--- src/rtl/misc_v_ctrl_pkg.sv ---
// misc_v_ctrl_pkg: shared state, opcode, ALUop and RegStore encodings for the MISC-V control path.
`default_nettype none

package misc_v_ctrl_pkg;

  typedef enum logic [2:0] {
    FETCH     = 3'd0,
    DECODE    = 3'd1,
    EXECUTE   = 3'd2,
    MEM       = 3'd3,
    WRITEBACK = 3'd4
  } state_t;

  localparam logic [2:0] OP_R    = 3'd0;
  localparam logic [2:0] OP_I    = 3'd1;
  localparam logic [2:0] OP_LW   = 3'd2;
  localparam logic [2:0] OP_SW   = 3'd3;
  localparam logic [2:0] OP_BEQ  = 3'd4;
  localparam logic [2:0] OP_BNE  = 3'd5;
  localparam logic [2:0] OP_JIN  = 3'd6;
  localparam logic [2:0] OP_JOUT = 3'd7;

  localparam int ALU_NONE = 0;
  localparam int ALU_ADD  = 1;
  localparam int ALU_SUB  = 2;
  localparam int ALU_AND  = 3;
  localparam int ALU_OR   = 4;
  localparam int ALU_XOR  = 5;
  localparam int ALU_SLL  = 6;
  localparam int ALU_SRL  = 7;

  localparam logic [2:0] RS_MEM  = 3'd0;
  localparam logic [2:0] RS_ALU  = 3'd1;
  localparam logic [2:0] RS_LINK = 3'd2;

endpackage

`default_nettype wire

--- src/rtl/alu_op_decode.sv ---
// alu_op_decode: maps opcode/func to the ALU operation code and flags unsupported func values.
`default_nettype none

module alu_op_decode
  import misc_v_ctrl_pkg::*;
#(
  parameter int FUNC_W  = 4,
  parameter int ALUOP_W = 3
) (
  input  logic [2:0]         opcode,
  input  logic [FUNC_W-1:0]  func,
  output logic [ALUOP_W-1:0] aluop,
  output logic               func_legal
);

  always_comb begin
    aluop      = '0;
    func_legal = 1'b1;
    case (opcode)
      OP_R: begin
        func_legal = (func <= FUNC_W'(3));
        case (func[1:0])
          2'd0: aluop = ALUOP_W'(ALU_ADD);
          2'd1: aluop = ALUOP_W'(ALU_SUB);
          2'd2: aluop = ALUOP_W'(ALU_AND);
          2'd3: aluop = ALUOP_W'(ALU_OR);
          default: aluop = '0;
        endcase
      end
      OP_I: begin
        func_legal = (func <= FUNC_W'(3));
        case (func[1:0])
          2'd0: aluop = ALUOP_W'(ALU_ADD);
          2'd1: aluop = ALUOP_W'(ALU_XOR);
          2'd2: aluop = ALUOP_W'(ALU_SLL);
          2'd3: aluop = ALUOP_W'(ALU_SRL);
          default: aluop = '0;
        endcase
      end
      OP_LW, OP_SW:   aluop = ALUOP_W'(ALU_ADD);
      OP_BEQ, OP_BNE: aluop = ALUOP_W'(ALU_SUB);
      default:        aluop = '0;
    endcase
  end

endmodule

`default_nettype wire

--- src/rtl/multicycle_control.sv ---
// multicycle_control: multi-cycle FETCH/DECODE/EXECUTE/MEM/WRITEBACK sequencer with registered Moore outputs.
`default_nettype none

module multicycle_control
  import misc_v_ctrl_pkg::*;
#(
  parameter int FUNC_W      = 4,
  parameter int ALUOP_W     = 3,
  parameter int MEM_TIMEOUT = 15
) (
  input  logic               CLK,
  input  logic               reset,
  input  logic               instr_valid,
  input  logic [2:0]         opcode,
  input  logic [FUNC_W-1:0]  func,
  input  logic               mem_ready,
  output logic               RegWrite,
  output logic               ALUsrc,
  output logic               MemWrite,
  output logic               MemRead,
  output logic               Branch,
  output logic               JumpOut,
  output logic [ALUOP_W-1:0] ALUop,
  output logic [2:0]         RegStore,
  output logic               IRWrite,
  output logic               busy,
  output logic               instr_done,
  output logic               illegal,
  output logic               mem_fault
);

  localparam int CNT_W = (MEM_TIMEOUT > 0) ? $clog2(MEM_TIMEOUT + 1) : 1;

  state_t             state;
  logic [2:0]         op_reg;
  logic [FUNC_W-1:0]  func_reg;
  logic [CNT_W-1:0]   wait_cnt;
  logic [2:0]         dec_op;
  logic [FUNC_W-1:0]  dec_func;
  logic [ALUOP_W-1:0] dec_aluop;
  logic               dec_legal;
  logic               timeout_hit;

  // In FETCH the decoder looks at the live inputs so DECODE's illegal flag can be registered on capture.
  assign dec_op   = (state == FETCH) ? opcode : op_reg;
  assign dec_func = (state == FETCH) ? func   : func_reg;

  alu_op_decode #(
    .FUNC_W  (FUNC_W),
    .ALUOP_W (ALUOP_W)
  ) u_alu_op_decode (
    .opcode     (dec_op),
    .func       (dec_func),
    .aluop      (dec_aluop),
    .func_legal (dec_legal)
  );

  // Fires on the MEM cycle whose mem_ready=0 would be the MEM_TIMEOUT-th such cycle.
  assign timeout_hit = (MEM_TIMEOUT != 0) && ((int'(wait_cnt) + 1) >= MEM_TIMEOUT);

  always_ff @(posedge CLK) begin
    if (reset) begin
      state      <= FETCH;
      op_reg     <= '0;
      func_reg   <= '0;
      wait_cnt   <= '0;
      RegWrite   <= 1'b0;
      ALUsrc     <= 1'b0;
      MemWrite   <= 1'b0;
      MemRead    <= 1'b0;
      Branch     <= 1'b0;
      JumpOut    <= 1'b0;
      ALUop      <= '0;
      RegStore   <= RS_MEM;
      IRWrite    <= 1'b0;
      busy       <= 1'b0;
      instr_done <= 1'b0;
      illegal    <= 1'b0;
      mem_fault  <= 1'b0;
    end else begin
      RegWrite   <= 1'b0;
      ALUsrc     <= 1'b0;
      MemWrite   <= 1'b0;
      MemRead    <= 1'b0;
      Branch     <= 1'b0;
      JumpOut    <= 1'b0;
      ALUop      <= '0;
      RegStore   <= RS_MEM;
      IRWrite    <= 1'b0;
      busy       <= 1'b0;
      instr_done <= 1'b0;
      illegal    <= 1'b0;
      mem_fault  <= 1'b0;
      wait_cnt   <= '0;
      case (state)
        FETCH: begin
          if (instr_valid) begin
            state    <= DECODE;
            op_reg   <= opcode;
            func_reg <= func;
            IRWrite  <= 1'b1;
            busy     <= 1'b1;
            illegal  <= !dec_legal;
          end
        end
        DECODE: begin
          if (dec_legal) begin
            state  <= EXECUTE;
            busy   <= 1'b1;
            ALUop  <= dec_aluop;
            ALUsrc <= (op_reg == OP_R);
            case (op_reg)
              OP_BEQ, OP_BNE: begin
                Branch     <= 1'b1;
                instr_done <= 1'b1;
              end
              OP_JIN: begin
                Branch   <= 1'b1;
                RegStore <= RS_LINK;
              end
              OP_JOUT: begin
                Branch     <= 1'b1;
                JumpOut    <= 1'b1;
                instr_done <= 1'b1;
              end
              default: ;
            endcase
          end else begin
            state <= FETCH;
          end
        end
        EXECUTE: begin
          case (op_reg)
            OP_R, OP_I, OP_JIN: begin
              state      <= WRITEBACK;
              busy       <= 1'b1;
              RegWrite   <= 1'b1;
              instr_done <= 1'b1;
              ALUop      <= ALUop;
              ALUsrc     <= ALUsrc;
              RegStore   <= (op_reg == OP_JIN) ? RS_LINK : RS_ALU;
            end
            OP_LW, OP_SW: begin
              state    <= MEM;
              busy     <= 1'b1;
              ALUop    <= ALUOP_W'(ALU_ADD);
              MemRead  <= (op_reg == OP_LW);
              MemWrite <= (op_reg == OP_SW);
            end
            default: state <= FETCH;
          endcase
        end
        MEM: begin
          if (mem_ready) begin
            if (op_reg == OP_LW) begin
              state      <= WRITEBACK;
              busy       <= 1'b1;
              RegWrite   <= 1'b1;
              instr_done <= 1'b1;
              RegStore   <= RS_MEM;
              ALUop      <= ALUOP_W'(ALU_ADD);
            end else begin
              state      <= FETCH;
              instr_done <= 1'b1;
            end
          end else if (timeout_hit) begin
            state     <= FETCH;
            mem_fault <= 1'b1;
          end else begin
            busy     <= 1'b1;
            ALUop    <= ALUOP_W'(ALU_ADD);
            MemRead  <= MemRead;
            MemWrite <= MemWrite;
            wait_cnt <= wait_cnt + CNT_W'(1);
          end
        end
        WRITEBACK: state <= FETCH;
        default:   state <= FETCH;
      endcase
    end
  end

endmodule

`default_nettype wire

--- config.mk ---
export PLATFORM = sky130hd
export DESIGN_NAME = multicycle_control
export DESIGN_NICKNAME = d
export VERILOG_FILES = /design/src/rtl/misc_v_ctrl_pkg.sv /design/src/rtl/alu_op_decode.sv /design/src/rtl/multicycle_control.sv
export SDC_FILE = /design/constraint.sdc
export NUM_CORES = 1
export LEC_CHECK = 0
export BUFFER_PORTS_ARGS = -buffer_cell sky130_fd_sc_hd__buf_2
export CORE_MARGIN = 2
export CORE_UTILIZATION = 40
export DETAILED_ROUTE_END_ITERATION = 6
export PLACE_DENSITY = 0.68
export SLEW_MARGIN = 20
export SYNTH_ARGS = -nofsm -noshare
export SYNTH_HDL_FRONTEND = slang
export SYNTH_SLANG_ARGS = --single-unit
--- constraint.sdc ---
create_clock -name CLK -period 5.3 [get_ports CLK]
set_input_delay 1.06 -clock CLK [delete_from_list [all_inputs] [get_ports CLK]]
set_output_delay 1.06 -clock CLK [all_outputs]
set_load 0.01 [all_outputs]
==> out/qor.yml <==
outcome:
  status: "complete, no violations"
timing:
  rsz0062_at_grt: "false"
  drv_slew: 0
  timing.final.crit_share_pct: 35.7
  finalSetupTns_ns: 0
  hold_violations: 0
  slew_headroom_pct: 60.6
  tightest_slew_ns: 0.582
  finalSetupViolCount: 0
  min_period_ns: 1.89
  max_freq_ghz: 0.528
  finClkSkew_ns: 0.00497
  timing.final.ws_setup_ns: 3.41
global_routing:
  grt_pass1_wl_um: 5130
  antenna_found_initial: 0
  grt_pass1_vias: 1158
  overflow: 0
  grt_max_degree: 24
  track_usage_pct: 16.1
cells_and_area:
  drive_gt1_share_pct: 19.5
  layout.cells.non_filler: 236
  syn_to_final_growth_pct: 12.1
  diodes: 0
  nets: 206
  postLayoutCoreUtil_pct: 46.9
floorplan:
  dieArea_um2: 4010
  die_w_um: 63.3
  ios: 28
  fp-row-count: 21
  die_h_um: 63.3
  start_util_pct: 41.8
  core_area_um2: 3360
synthesis:
  synth_edf_count: 0
  synthMuxAreaShare_pct: 2.14
  syn_inst: 168
  ys_ff_latch: 30
  async_reset_ff_share_pct: 0
  synth_area_um2: 1410
  synth_top_family_by_area: "simple AND/OR/NAND/NOR gates"
  synth.net_count: 184
  synthAdderAreaFrac_pct: 4.45
  synth_xor_area_share_pct: 1.25
  yosysWarnings: 0
  synthFlopType: "dfxtp_1"
  synth_cell_type_count: 45
  synth_compound_area_share_pct: 15.2
  syn_avg_cell_area_um2: 8.37
  yosys.area_share.simple_pct: 27.4
  yosysSeqAreaShare_pct: 42.7
cts:
  clkLatencyLatePin_ns: 0.32
  cts_tree: "yes"
  cts_root_buf: "clkbuf_4"
  clkSlewWorstSetupHoldPaths_ns: 0.08
  post_cts_buffers: 0
  clockBufferDepth: 2
  htree_num_levels: 2
  postCtsHoldBufs: 0
  cts_buffers: 5
  cts.sinks: 30
  post_cts_resized: 0
job:
  max-cap-violations: 0
power_and_ir_drop:
  leakage_nw: 0.674
  power_frac_seq_pct: 54.7
  netSwitchingFraction_pct: 29.8
  p_switching_w: 0.000138
  p_per_area_nw_per_um2: 293
  peakVddDrop_mv: 0.119
  pwr-share-clk_pct: 25.6
  combPwrFrac_pct: 19.7
  intPower_w: 0.000324
worst_setup_path:
  slowest_delay_ns: 0.45
  crit_buf_inv: 0
  reg2reg_setup_slack_ns: 3.41
  cpMostUsedCell: "a21oi_1"
  critPathKind: "flop to flop"
  cp_top_family: "flip-flops"
  crit_path_cell_trace: "nor3_4 > mux2i_1 > ha_1 > a21oi_1 > o21ai_0 > a21oi_1"
  startpoint_type: "flop"
  critical_path.max_fanout: 13
  cp.required_ns: 5.55
  endpoint_kind: "flop"
  cpMaxStageDelayCell: "dfxtp_1"
  cp.arrival_ns: 2.14
place:
  dp_slack_ns: 3.10
  dp_cells: 229
  gp_congestion: 0.838
  port_buffers: 26
  hpwl_um: 2120
route:
  drt_wl_total_um: 2900
  vias_per_cell: 5.14
  wl_per_cell_um: 12.3
  drc: 0
  postRouteAntennaNets: 0
  dr.pass1.iters: 4
  vias: 1214
  first_iter_violations: 29
hold_path:
  hp-class: "flop to flop"
synth_stat cells (2+ instances only):
master    instances  area share, %
or3_1             2           0.89
inv_1             8            2.1
nor3_1            4            1.4
nor4_1            3            1.3
buf_4             3            1.6
xor2_1            2            1.2
o21ai_0           5            1.8
a211oi_1          3            1.6
clkbuf_1          4            1.1
nand2_1          23            6.1
o31ai_1           2            1.1
buf_2             2           0.71
o22ai_1           2           0.89
a21oi_1          13            4.6
nor2_1           23            6.1
nor3b_1           2            1.1
mux2i_1           3            2.1
nor2b_1           3            1.3
dfxtp_1          30             43
a32oi_1           2            1.2
ha_1              5            4.4
power groups by stage:
stage / registers (W) / clock network [W] / logic, W
final: 0.000253 / 0.000118 / 0.0000910
after global routing: 0.000256 / 0.000135 / 0.000103
after global placement: 0.000258 / 0 / 0.0000895
after detailed placement: 0.000258 / 0 / 0.0000901
after floorplan: 0.000251 / 0 / 0.0000744
after CTS: 0.000253 / 0.000122 / 0.0000911
metal layers:
metal	GRT usage, %	up-vias	wire, um
met4	6.25	0	42
met3	5.36	4	185
met2	25.1	35	1240
met1	20.5	553	1440
met5	0	-	0
li1	-	622	-
cells by family (layout without fill, tap and decap cells):
kind of cell    count (synthesis)  in the layout
flops                          30             30
xor+xnor                        2              2
fa+ha+maj                       5              5
mux                             3              3
other cells                     1              1
compound gates                 33             33
buf+inv                        19             41
simple gates                   75             75
area by class of cell:
| type | count | area, um^2 |
|---|---|---|
| fill | 374 | 1790 |
| multi-input combinational | 119 | 713 |
| sequential | 30 | 601 |
| timing repair buffer | 26 | 130 |
| tap | 46 | 57.6 |
| clock buffer | 7 | 45.0 |
| inverter | 8 | 30.0 |
worst paths after layout:
kind | start | to | cells past startpoint
max | state[1] | ALUop[1] | 6
max reg2reg | state[1] | ALUop[1] | 6
min reg2reg | MemRead | MemRead | 2
min | MemRead | MemRead | 2
through the flow:
| stage | cell area (um^2) | total power [W] | hold slack (ns) |
|---|---|---|---|
| global route | 1580 | 0.000494 | 0.468 |
| global placement | 1530 | 0.000348 | 0.436 |
| detailed placement | 1530 | 0.000348 | 0.440 |
| floorplan | 1410 | 0.000326 | 0.436 |
| CTS | 1580 | 0.000466 | 0.454 |
| finish | 1580 | 0.000462 | 0.454 |
worst register-to-register path: stages (launching register included):
cell	delay, ns
dfxtp_1	0.45
nor3_4	0.35
mux2i_1	0.35
ha_1	0.29
a21oi_1	0.15
o21ai_0	0.10
a21oi_1	0.14
layout by cell type (no fill, tap or decap), types with 2 or more instances in the layout:
master / Yosys / layout
inv_1: 8 / 8
a211oi_1: 3 / 3
nor3_1: 4 / 4
clkbuf_1: 4 / 2
mux2i_1: 3 / 3
a32oi_1: 2 / 2
ha_1: 5 / 5
or3_1: 2 / 2
clkbuf_4: 0 / 5
nor3b_1: 2 / 2
nand2_1: 23 / 23
nor2_1: 23 / 23
xor2_1: 2 / 2
o31ai_1: 2 / 2
dfxtp_1: 30 / 30
nor2b_1: 3 / 3
o22ai_1: 2 / 2
buf_2: 2 / 26
nor4_1: 3 / 3
a21oi_1: 13 / 13
o21ai_0: 5 / 5
No activity file was read; power rests on OpenSTA's default activity.
